[config.mk]
export PLATFORM = sky130hd
export DESIGN_NAME = fetch_stage
export DESIGN_NICKNAME = d
export VERILOG_FILES = /design/src/rtl/rv32i_pkg.sv /design/src/rtl/next_pc_sel.sv /design/src/rtl/fetch_stage.sv
export SDC_FILE = /design/constraint.sdc
export NUM_CORES = 1
export LEC_CHECK = 0
export ABC_AREA = 1
export CAP_MARGIN = 15
export CORE_MARGIN = 2
export CORE_UTILIZATION = 47
export CTS_BUF_LIST = sky130_fd_sc_hd__clkbuf_4 sky130_fd_sc_hd__clkbuf_8
export DETAILED_ROUTE_END_ITERATION = 10
export GPL_ROUTABILITY_DRIVEN = 0
export PLACE_DENSITY = 0.81
export SLEW_MARGIN = 10
export SYNTH_ARGS = -nofsm -noshare
export SYNTH_HDL_FRONTEND = slang
export SYNTH_HIERARCHICAL = 1
export SYNTH_SLANG_ARGS = --single-unit
export TNS_END_PERCENT = 50
[constraint.sdc]
create_clock -name clk -period 2.1 [get_ports clk]
set_input_delay 0.42 -clock clk [delete_from_list [all_inputs] [get_ports clk]]
set_output_delay 0.42 -clock clk [all_outputs]
set_load 0.01 [all_outputs]
[src/rtl/rv32i_pkg.sv]
// Shared types and constants for the RV32I front end.
package rv32i_pkg;

    // Fetch sequencer: issue a request, wait for its response, or wait
    // for a response that must be thrown away.
    typedef enum logic [1:0] {
        S_REQ  = 2'd0,
        S_WAIT = 2'd1,
        S_DROP = 2'd2
    } fetch_state_t;

    // ADDI x0,x0,0 -- shown to decode whenever no instruction is valid.
    localparam logic [31:0] NOP_WORD = 32'h0000_0013;

    // Default architectural PC after reset.
    localparam logic [31:0] RESET_PC_DEFAULT = 32'h0000_0000;

    // Instructions are word aligned: two ignored address bits, 4-byte step.
    localparam int ALIGN_BITS = 2;
    localparam int PC_STEP    = 4;

endpackage

[src/rtl/next_pc_sel.sv]
// Redirect decode: detects a control-flow change resolved downstream and
// forms the word-aligned target it redirects to.
module next_pc_sel
    import rv32i_pkg::*;
#(
    parameter int DATA_WIDTH = 32
) (
    input  logic                  Branch,
    input  logic                  branch_result,
    input  logic                  next_sel,
    input  logic                  Jalr,
    input  logic [DATA_WIDTH-1:0] target,
    output logic                  redirect,
    output logic [DATA_WIDTH-1:0] redirect_pc
);

    // The low target bits never reach the PC; keep them visibly consumed.
    logic unused_target_bits;
    assign unused_target_bits = ^target[ALIGN_BITS-1:0];

    // Taken branch, JAL or JALR all redirect fetch.
    assign redirect    = (Branch & branch_result) | next_sel | Jalr;
    assign redirect_pc = {target[DATA_WIDTH-1:ALIGN_BITS], ALIGN_BITS'(0)};

endmodule

[src/rtl/fetch_stage.sv]
// Instruction fetch stage: holds the PC, keeps one request in flight to a
// variable-latency instruction memory, and hands the returned word to decode
// through a valid/ready register. Redirects flush the output register and
// cause the in-flight response to be dropped.
module fetch_stage
    import rv32i_pkg::*;
#(
    parameter int                     DATA_WIDTH  = 32,
    parameter int                     INSTRUCTION = 32,
    parameter logic [DATA_WIDTH-1:0]  RESET_PC    = DATA_WIDTH'(RESET_PC_DEFAULT),
    parameter logic [INSTRUCTION-1:0] NOP_INSTR   = INSTRUCTION'(NOP_WORD)
) (
    input  logic                   clk,
    input  logic                   rst,
    output logic                   imem_req,
    output logic [DATA_WIDTH-1:0]  imem_addr,
    input  logic [INSTRUCTION-1:0] imem_rdata,
    input  logic                   imem_valid,
    input  logic                   Branch,
    input  logic                   branch_result,
    input  logic                   next_sel,
    input  logic                   Jalr,
    input  logic [DATA_WIDTH-1:0]  target,
    input  logic                   decode_ready,
    output logic [INSTRUCTION-1:0] instruction,
    output logic [DATA_WIDTH-1:0]  pc,
    output logic                   inst_valid
);

    fetch_state_t          state, state_next;
    logic [DATA_WIDTH-1:0] pc_q, pc_next;
    logic                  load;
    logic                  slot_free;
    logic                  redirect;
    logic [DATA_WIDTH-1:0] redirect_pc;

    next_pc_sel #(
        .DATA_WIDTH (DATA_WIDTH)
    ) u_next_pc_sel (
        .Branch        (Branch),
        .branch_result (branch_result),
        .next_sel      (next_sel),
        .Jalr          (Jalr),
        .target        (target),
        .redirect      (redirect),
        .redirect_pc   (redirect_pc)
    );

    // A new word may be fetched only if the output register will be empty.
    assign slot_free = !inst_valid || decode_ready;
    assign imem_addr = pc_q;

    // Next state, request strobe and PC update; redirect overrides all.
    always_comb begin
        // NOTE: every output gets a default first so no path leaves one unassigned (no latch).
        state_next = state;
        pc_next    = pc_q;
        imem_req   = 1'b0;
        load       = 1'b0;

        case (state)
            S_REQ: begin
                if (slot_free) begin
                    imem_req   = 1'b1;
                    state_next = S_WAIT;
                end
            end
            S_WAIT: begin
                if (imem_valid) begin
                    load       = 1'b1;
                    pc_next    = pc_q + DATA_WIDTH'(PC_STEP);
                    state_next = S_REQ;
                end
            end
            S_DROP: begin
                if (imem_valid) begin
                    state_next = S_REQ;
                end
            end
            default: state_next = S_REQ;
        endcase

        if (redirect) begin
            load    = 1'b0;
            pc_next = redirect_pc;
            if (state == S_REQ) begin
                // A request leaving this cycle still owes a response.
                state_next = imem_req ? S_DROP : S_REQ;
            end else begin
                state_next = imem_valid ? S_REQ : S_DROP;
            end
        end

        if (rst) begin
            imem_req = 1'b0;
        end
    end

    // State register; reset keeps track of a response still owed by memory.
    always_ff @(posedge clk) begin
        if (rst) begin
            case (state)
                // A response arriving in the reset cycle itself settles the debt.
                S_WAIT, S_DROP: state <= imem_valid ? S_REQ : S_DROP;
                default:        state <= S_REQ;
            endcase
        end else begin
            // NOTE: sequential state uses non-blocking assignment so all registers update together.
            state <= state_next;
        end
    end

    // Architectural PC register.
    always_ff @(posedge clk) begin
        if (rst) begin
            pc_q <= RESET_PC;
        end else begin
            pc_q <= pc_next;
        end
    end

    // Output register towards decode: flush, load, consume or hold.
    always_ff @(posedge clk) begin
        if (rst) begin
            instruction <= NOP_INSTR;
            pc          <= RESET_PC;
            inst_valid  <= 1'b0;
        end else if (redirect) begin
            instruction <= NOP_INSTR;
            inst_valid  <= 1'b0;
        end else if (load) begin
            instruction <= imem_rdata;
            pc          <= pc_q;
            inst_valid  <= 1'b1;
        end else if (inst_valid && decode_ready) begin
            instruction <= NOP_INSTR;
            inst_valid  <= 1'b0;
        end
    end

endmodule

==> results.json, run 1 <==
{
  "status": "finished clean",
  "max-cap-violations": 0,
  "cp_slowest_cell": "clkdlybuf4s50_1",
  "hpwl_microns": 10830,
  "setup_viol": 0,
  "min_period_over_period_pct": 91.05,
  "post-cts-setup-buffer-count": 0,
  "yosysSeqAreaShare_pct": 41.60,
  "cp.arrival_ps": 1490,
  "synth_top_area_share_pct": 40.35,
  "worstPathCellList": "clkdlybuf4s50_1",
  "multi_input_area_sq_um": 2186,
  "min_period_ps": 1912,
  "die_y_microns": 105.2,
  "fin_tns_setup_ps": 0,
  "dpl.cell_count": 927,
  "rsz0062_at_grt": "no",
  "critPathRequiredTime_ps": 1680,
  "dr_total_vias": 5054,
  "path_delay_family": "buffers and inverters",
  "ios": 170,
  "cts_buffers": 9,
  "die-area_sq_um": 11060,
  "layout-drive-gt1-share_pct": 8.519,
  "antennaDiodeCount": 0,
  "grt_max_degree": 38,
  "holdBufCountCts": 0,
  "grt_usage_pct": 26.50,
  "htreeDepth": 3,
  "wl_per_cell_microns": 15.51,
  "worst_ir_drop_vdd_uv": 357.7,
  "critPathBufInv": 1,
  "final_antenna_net_count": 0,
  "synth-async-reset-ratio_pct": 0,
  "max_freq_mhz": 523.0,
  "start_util_pct": 48.78,
  "crit_fanout": 6,
  "synth_edf_count": 2,
  "synth.largest_area_cell": "dfxtp_1",
  "synth_cells": 664,
  "synth_area_leaders": "dfxtp_1, nand2_1, a21oi_1",
  "num_rows": 36,
  "worstSkewPairLatency_ps": 370,
  "drtPass1Iterations": 6,
  "die_x_microns": 105.2,
  "layout.cells.non_filler": 943,
  "fp.coreArea_sq_um": 9864,
  "dp_worst_setup_slack_ps": -37.27,
  "root_buffer": "clkbuf_8",
  "drt_wl_total_microns": 14630,
  "drcViolationCount": 0,
  "ys.flop_type": "dfxtp_1",
  "path_class": "register to output port",
  "synth_area_sq_um": 4812,
  "area_delta_synth_final_pct": 39.13,
  "drt_iter0_drc": 250,
  "grt_pass1_vias": 5032,
  "cts_tree": "yes",
  "fin_ws_ps": 188.0,
  "antenna_found_initial": 0,
  "path_clk_slew_ps": 100,
  "grt_overflow": 0,
  "critPathCaptureType": "output port",
  "ys_types": 44,
  "cp-start-kind": "register",
  "avgSynthCellArea_sq_um": 7.247,
  "num-fill-cells": 800,
  "fin_nets": 880,
  "slowest_delay_ps": 610,
  "finalHoldViolCount": 0,
  "ys_seq_elements": 99,
  "clock-sinks": 99,
  "p_leak_nw": 2.574,
  "seq_area_sq_um": 2002,
  "finalClockSkew_ps": 11.94,
  "ys_warn_count": 6,
  "grt_pass1_wl_microns": 23440,
  "clk_path_buf_depth": 2,
  "avgViaCountPerCell": 5.359,
  "hp-class": "register to register",
  "numPortBuffers": 167,
  "drv_slew": 0,
  "power.density_nw_per_um2": 566.3
}
[logic make-up (layout without fill, tap and decap cells)]
logic type               count (synthesis)  after routing  synth area share [%]
other                                    1              2               0.07793
AO/OA/AOI/OAI                          127            127                 15.13
XOR/XNOR                                 3              3                0.5461
buffers and inverters                  120            265                 13.05
adder cells (fa/ha/maj)                  3              3                0.7801
flip-flops                              99             99                 41.60
AND/OR/NAND/NOR                        311            311                 28.81
[Yosys cell counts, drive strengths merged, types with 3 or more instances]
library cell and n:
nand2 153, dfxtp 97, nor2 80, a21oi 57, nand3 57, inv 53
buf 51, o21ai 34, clkbuf 14, a211oi 9, nor3 9, a31oi 8
nand4 7, o211ai 7, o22ai 4, ha 3, o211a 3, xor2 3
[state kept, by name, indices dropped and copies added, names as in the netlist]
register     flops
imem_addr       32
instruction     32
pc              32
state            2
inst_valid       1
[layer usage]
layer  global-route usage (%)  part of all wire (%)  vias to the layer above
met5                        0                     0                        -
met4                    14.95                   3.4                        0
met3                    8.297                   8.7                       47
met2                    44.33                    47                      247
met1                    29.66                    41                     2325
li1                         -                     -                     2435
[report_power, final]
part	switching, mW	total, mW	internal [mW]
clock	0.655	1.30	0.645
sequential	0.0713	2.00	1.93
combinational	0.222	0.489	0.267
total	0.948	3.79	2.84
[worst min-delay path: cells and delay by family (launching register included)]
| family | cells | cell delay (ps) |
|---|---|---|
| simple gates | 1 | 60 |
| flops | 1 | 320 |
| compound gates | 1 | 50 |
[area by class of cell]
type                       count  share of cell area (%)
clock buffer                  12                   2.467
multi-input combinational    446                   32.65
tap                          133                   2.486
sequential                    99                   29.90
inverter                      55                   3.121
clock inverter                 4                  0.7101
timing repair buffer         194                   28.67
[cell usage in the layout, fill, tap and decap left out, types with 8 or more instances in the layout]
master	netlist	final
o21ai_0	27	27
a211oi_1	9	9
nor3_1	8	8
clkdlybuf4s50_1	0	166
a21oi_1	56	56
nand2_1	149	149
a31oi_1	8	8
buf_4	34	23
inv_1	48	48
nand3_1	56	56
dfxtp_1	97	97
clkbuf_8	2	12
nor2_1	68	68
[per-stage QoR]
| stage | util (%) | power [mW] | cell area (sq um) | hold WS [ps] |
|---|---|---|---|---|
| global route | 67.87 | 3.939 | 6695 | 502.9 |
| finish | 67.87 | 3.791 | 6695 | 473.0 |
| global placement | 65.77 | 2.520 | 6487 | 449.3 |
| detailed placement | 65.77 | 2.531 | 6487 | 461.9 |
| CTS | 67.91 | 3.817 | 6699 | 475.7 |
| floorplan | - | 2.267 | 4816 | 483.9 |
[path summary, 6_finish.rpt]
| kind | depth (start not counted) | from | slack (ps) | endpoint |
|---|---|---|---|---|
| worst min register to register | 2 | pc[20]$_SDFFE_PP0P_ | 470 | pc[20]$_SDFFE_PP0P_ |
| worst max register to register | 10 | imem_addr[3]$_SDFFE_PP0P_ | 320 | imem_addr[24]$_SDFFE_PP0P_ |
| worst min-delay path | 2 | pc[20]$_SDFFE_PP0P_ | 470 | pc[20]$_SDFFE_PP0P_ |
| worst max-delay path | 1 | imem_addr[14]$_SDFFE_PP0P_ | 190 | imem_addr[14] |
[repair_timing]
item	in CTS	in global routing
pin swaps	0	0
setup endpoints to repair	1	1
resized for setup	1	3
Power figures use the tool's default switching activity.
==> inputs of run 2 (changes only) <==
- CTS_CLUSTER_DIAMETER: not set -> 50
==> results of run 2 <==
Same layout as run 1: the final DEF is identical, and so are final timing and power.
==> variant 1, RTL diff (config.mk and constraints of run 2) <==
`DATA_WIDTH` is set to 32 in 2 places; all go to 36.
--- a/src/rtl/next_pc_sel.sv
+++ b/src/rtl/next_pc_sel.sv
@@ -3,7 +3,7 @@
 module next_pc_sel
     import rv32i_pkg::*;
 #(
-    parameter int DATA_WIDTH = 32
+    parameter int DATA_WIDTH = 36
 ) (
     input  logic                  Branch,
     input  logic                  branch_result,
--- a/src/rtl/fetch_stage.sv
+++ b/src/rtl/fetch_stage.sv
@@ -5,7 +5,7 @@
 module fetch_stage
     import rv32i_pkg::*;
 #(
-    parameter int                     DATA_WIDTH  = 32,
+    parameter int                     DATA_WIDTH  = 36,
     parameter int                     INSTRUCTION = 32,
     parameter logic [DATA_WIDTH-1:0]  RESET_PC    = DATA_WIDTH'(RESET_PC_DEFAULT),
     parameter logic [INSTRUCTION-1:0] NOP_INSTR   = INSTRUCTION'(NOP_WORD)
Interface: changed (resized imem_addr, pc and target); port bits go from 170 to 182. No check against the original RTL was run, so the function may have changed too.
==> variant 1 against run 2 <==
Clock power up 5%; sequential cell count grew 8; die area up 10%; area after synthesis grew 11%; total power rose by 7.8%; design area up 9.7%; global-route usage shrank 1.2 points; cell count up 11%; first-iteration DRC count increased by 14%; hold slack improved by 4.1 ps; wire length increased by 4.8%; setup slack improved by 3.6 ps; critical endpoint is now imem_addr[4].
==> variant 1: results (changes against run 2) <==
Outcome
  • Outcome: finished clean

Clock network
  • CTS Buffer Depth: 2 (unchanged)
  • H-Tree Depth: 3 (unchanged)
  • Clock transition at path regs: 110 ps
  • Clock root buffer: clkbuf_8
  • Total CTS buffers: 9 (unchanged)
  • Worst skew pair latency: 370 ps (about the same)

Timing
  • Final hold violation count: 0 (unchanged)
  • Skew final: 18.9 ps (+6.92 ps)

Worst hold path
  • Worst Hold Depth: 2 (unchanged)
  • Hold WC Path Type: reg2reg
  • Hold Startpoint: imem_addr[1]

Final layout
  • Fillers: 985 (+23%)
  • Final Non-Filler Cells: 1049 (+11%)
  • # diodes: 0 (unchanged)
  • Final #Nets: 983 (+12%)
  • Layout cells sized above 1: 7.92% (-0.60 points)

Global route
  • GRT Overall Usage: 25.3% (-1.2 points)
  • First-pass GRT wire length: 24000 um (+2.6%)
  • Initial antenna violation count: 0 (unchanged)
  • Vias in the first global route: 4960 (-1.4%)
  • Largest net degree at the start of global routing: 37 (-2.6%)

Power and ir drop
  • Leak Pwr: 2.94 nW (+14%)
  • Max VDD drop: 383 uV (+7.1%)

Worst setup path
  • Worst Setup SP: imem_addr[4]
  • Reg-to-reg startpoint: imem_addr[3]
  • Max incr delay on CP: 600 ps
  • CP top delay family: buffers and inverters
  • Crit path max fanout: 7 (+1)
  • Critical Path AT: 1490 ps (about the same)
  • Worst reg2reg path depth: 8 (-2)
  • Crit-path slowest cell: clkdlybuf4s50_1

Logic synthesis
  • Yosys cell types: 39 (-11%)
  • Warnings, synthesis: 6 (unchanged)
  • Post-synthesis async set-or-reset flop share: 0% (unchanged)
  • Syn Inst Count: 757 (+14%)
  • Synth area leaders: dfxtp_1 (40%), nand2_1 (12%), nand3_1 (6.6%)
  • EDFF count, synth: 2 (unchanged)
  • Part of the Yosys area used for sequential elements: 40.6% (-0.95 points)
  • Top cells by count, synth: nand2_1 (177), dfxtp_1 (105), nor2_1 (78)

Placed design
  • DP HPWL: 11300 um (+4.6%)
  • Port Buf Inserts: 179 (+7.2%)
  • Post-DP Area: 7140 sq um (+10%)

Drt
  • Final WL: 15300 um (+4.8%)
  • Total number of vias: 5358 (+6.0%)
  • Iteration-0 DRC Markers: 286 (+14%)
  • First-pass DRT Iterations: 5 (-1)
[variant 1: cell types whose count changed in the layout (fill, tap and decap cells not counted), sizes merged, moves of 3 or more]
cell	run 2	this run
a211oi	9	12
a21oi	57	60
buf	27	31
clkdlybuf4s50	166	178
clkinv	4	0
dfxtp	97	105
inv	53	72
nand2	153	184
nand3	57	72
nor2	80	88
o21ai	34	41
[variant 1: worst paths after layout]
path / endpoint / slack, ps
max reg2reg: imem_addr[24] / 350
min reg2reg: pc[1] / 480
min: pc[1] / 480
max: imem_addr[4] / 190
[variant 1: cell families after synthesis]
logic type                 after synthesis  share of synthesized area, %
xor gates and xnor gates                 4                         0.659
DFF                                    107                          40.6
AOI/OAI and AO/OA                      134                          14.0
and+or+nand+nor                        365                          30.9
other                                    1                        0.0705
adders and majority gates                3                         0.706
buffers and inverters                  143                          13.0
[variant 1: repair_timing]
action,4_1_cts,5_1_grt
buffers inserted,0,0
hold buffers,0,0
resized for setup,1,3
setup endpoints to repair,1,1
[variant 1: report_power, final]
group          leakage, nW  internal, mW  total, mW  switching [mW]
combinational         1.95         0.299      0.549           0.250
clock                0.110         0.617       1.37           0.748
sequential           0.878          2.09       2.17          0.0821
[variant 1: per-stage QoR]
step	worst slack (ps)	util [%]	TNS (ps)
2_1_floorplan	531	-	0
3_3_place_gp	-84.1	65.3	-84.1
3_5_place_dp	-66.4	65.3	-67.9
4_1_cts	74.6	67.2	0
5_1_grt	83.0	67.1	0
6_report	192	67.1	0
[variant 1: worst reg2reg max path, cell delays in order, from the launching register on]
cell	delay [ps]
dfxtp_1	460
ha_1	220
inv_1	90
nor2_4	190
nand2_2	110
nor2_4	200
nand2_1	110
o21bai_1	150
a31oi_1	90
[variant 1: final cells by class]
cell class                 count  area, sq um  area share [%]
multi-input combinational    508         2470            33.6
sequential                   107         2160            29.4
timing repair buffer         210         2070            28.2
inverter                      68          255            3.48
tap                          140          175            2.39
clock buffer                  11          145            1.98
clock inverter                 5         65.1           0.886
[variant 1: metal layers]
layer  global-route usage (%)  part of all wire (%)  vias to the layer above
li1                         -                     -                     2725
met1                     31.3                    42                     2394
met2                     42.1                    46                      215
met3                     8.05                   9.6                       24
met4                     7.95                   1.9                        0
met5                        0                     0                        -
==> variant 2, RTL diff (settings of run 2) <==
Without the edit above. Make the reset (`rst`) asynchronous in 2 clocked blocks.
--- a/src/rtl/fetch_stage.sv
+++ b/src/rtl/fetch_stage.sv
@@ -111,7 +111,7 @@
     end
 
     // Architectural PC register.
-    always_ff @(posedge clk) begin
+    always_ff @(posedge clk or posedge rst) begin
         if (rst) begin
             pc_q <= RESET_PC;
         end else begin
@@ -120,7 +120,7 @@
     end
 
     // Output register towards decode: flush, load, consume or hold.
-    always_ff @(posedge clk) begin
+    always_ff @(posedge clk or posedge rst) begin
         if (rst) begin
             instruction <= NOP_INSTR;
             pc          <= RESET_PC;
Behaviour: differs if rst is asserted again (counterexample within 4 cycles, from zero or initial values and one cycle with rst high); with rst held inactive, the same outputs for 10 cycles.
==> variant 2 against run 2 <==
Setup slack got worse by 33 ps; wire length fell by 1.9%; sequential cell count did not move; largest power group unchanged; highest routed layer unchanged; design area rose by 1.8%; die area rose by 2.7%; via count fell by 6.7%; largest cell class is now registers; critical path type unchanged; area after synthesis rose by 2.8%; total power rose by 17%.
==> variant 2: results (changes against run 2) <==
Global route
  • Initial antenna violation count: 0 (unchanged)
  • First-pass GRT wire length: 23000 um (-1.8%)
  • Vias in the first global route: 4601 (-8.6%)
  • GRT Overall Usage: 25.8% (-0.68 points)
  • Largest net degree at the start of global routing: 51 (+34%)

Logic synthesis
  • Top cells by count, synth: nand2_1 (179), dfrtp_1 (94), nor2_1 (72)
  • Post-synthesis async set-or-reset flop share: 98.0% (+98 points)
  • Part of the Yosys area used for sequential elements: 50.3% (+8.7 points)
  • Yosys cell types: 36 (-18%)
  • Syn Inst Count: 607 (-8.6%)
  • Synth area leaders: dfrtp_1 (48%), nand2_1 (14%), nor2_1 (5.5%)
  • Warnings, synthesis: 6 (unchanged)
  • EDFF count, synth: 2 (unchanged)

Drt
  • First-pass DRT Iterations: 5 (-1)
  • Iteration-0 DRC Markers: 423 (+69%)
  • WL/cell: 16.2 um (+4.3%)
  • Final WL: 14400 um (-1.9%)
  • Total number of vias: 4713 (-6.7%)

Placed design
  • Port Buf Inserts: 167 (unchanged)
  • Cell Count Post-Placement: 871 (-6.0%)
  • DP HPWL: 10600 um (-1.7%)

Worst setup path
  • Max incr delay on CP: 400 ps (-210 ps)
  • Worst Setup SP: state[0]
  • CP top delay family: buffers and inverters
  • Reg-to-reg startpoint: imem_addr[3]
  • Crit-path slowest cell: edfxtp_1
  • Crit path max fanout: 3 (-3)

Power and ir drop
  • Max VDD drop: 342 uV (-4.5%)
  • Psw: 1.26 mW (+32%)
  • Leak Pwr: 3.10 nW (+21%)

Final layout
  • Fillers: 839 (+4.9%)
  • # diodes: 0 (unchanged)
  • Final #Nets: 821 (-6.7%)
  • Layout cells sized above 1: 6.13% (-2.4 points)

Outcome
  • Outcome: finished clean

Clock network
  • H-Tree Depth: 3 (unchanged)
  • Worst skew pair latency: 370 ps (about the same)
  • Total CTS buffers: 9 (unchanged)
  • Clock root buffer: clkbuf_8
  • Setup bufs post-CTS: 0 (unchanged)
  • CTS Buffer Depth: 2 (unchanged)
  • Clock transition at path regs: 90 ps

Worst hold path
  • Hold Startpoint: pc[13]
  • Hold WC Path Type: reg2reg

Timing
  • Worst Tran Pin Value: 587 ps
  • Skew final: 9.20 ps (-2.74 ps)
  • Final setup violation count: 0 (unchanged)
-- variant 2: metal layers --
metal / GRT usage [%] / wire length [um] / up-vias
met2: 43.6 / 6980 / 212
li1: - / - / 2212
met4: 9.28 / 265 / 0
met5: 0 / 0 / -
met3: 4.98 / 1100 / 25
met1: 33.2 / 6000 / 2264
-- variant 2: area by class of cell --
class | count | area, sq um | share of cell area [%]
clock buffer | 11 | 145 | 2.13
clock inverter | 5 | 52.6 | 0.771
inverter | 54 | 206 | 3.03
multi-input combinational | 400 | 1920 | 28.1
sequential | 99 | 2490 | 36.6
tap | 136 | 170 | 2.50
timing repair buffer | 182 | 1830 | 26.9
-- variant 2: power by group through the flow --
stage | Clock, mW | Combinational (mW) | Sequential (mW)
final | 1.25 | 0.960 | 2.22
after global routing | 1.35 | 1.05 | 2.24
after CTS | 1.28 | 0.969 | 2.22
after detailed placement | 0 | 0.964 | 2.25
after global placement | 0 | 0.942 | 2.25
after floorplan | 0 | 0.361 | 2.30
-- variant 2: tightest hold or removal path: stages, from the launching register on --
cell and delay, ps:
dfrtp_1 350, nand2_1 50, nand2_1 40
-- variant 2: final timing paths --
check                           cells after the start  slack [ps]             to
worst max-delay path                                5         160       imem_req
worst min-delay path                                2         480         pc[13]
worst max register to register                      8         230  imem_addr[24]
worst min register to register                      2         480         pc[13]
max in group asynchronous                           4         930  imem_addr[15]
min in group asynchronous                           4         620   imem_addr[7]
-- variant 2: through the flow --
| step | setup WS [ps] | hold slack [ps] | power, mW | instance area [sq um] | TNS [ps] |
|---|---|---|---|---|---|
| after global routing | 30.7 | 519 | 4.64 | 6820 | 0 |
| final | 155 | 477 | 4.43 | 6820 | 0 |
| after detailed placement | -29.3 | 459 | 3.22 | 6620 | -144 |
| after CTS | 125 | 481 | 4.46 | 6810 | 0 |
| after global placement | 4.89 | 457 | 3.19 | 6620 | 0 |
| after floorplan | -355 | 509 | 2.66 | 4960 | -1020 |
-- variant 2: cells by family (layout without fill, tap and decap cells) --
group | Yosys count | in the layout | synth area share [%]
buf+inv | 109 | 252 | 11.0
flops | 99 | 99 | 50.3
fa+ha+maj | 3 | 3 | 0.759
xor+xnor | 3 | 3 | 0.531
other cells | 1 | 2 | 0.0758
simple gates | 306 | 306 | 25.1
compound gates | 86 | 86 | 12.1
-- variant 2: what timing repair did --
item | 4_1_cts | 5_1_grt
pin swaps | 0 | 0
resized for setup | 1 | 1
setup endpoints to repair | 1 | 1
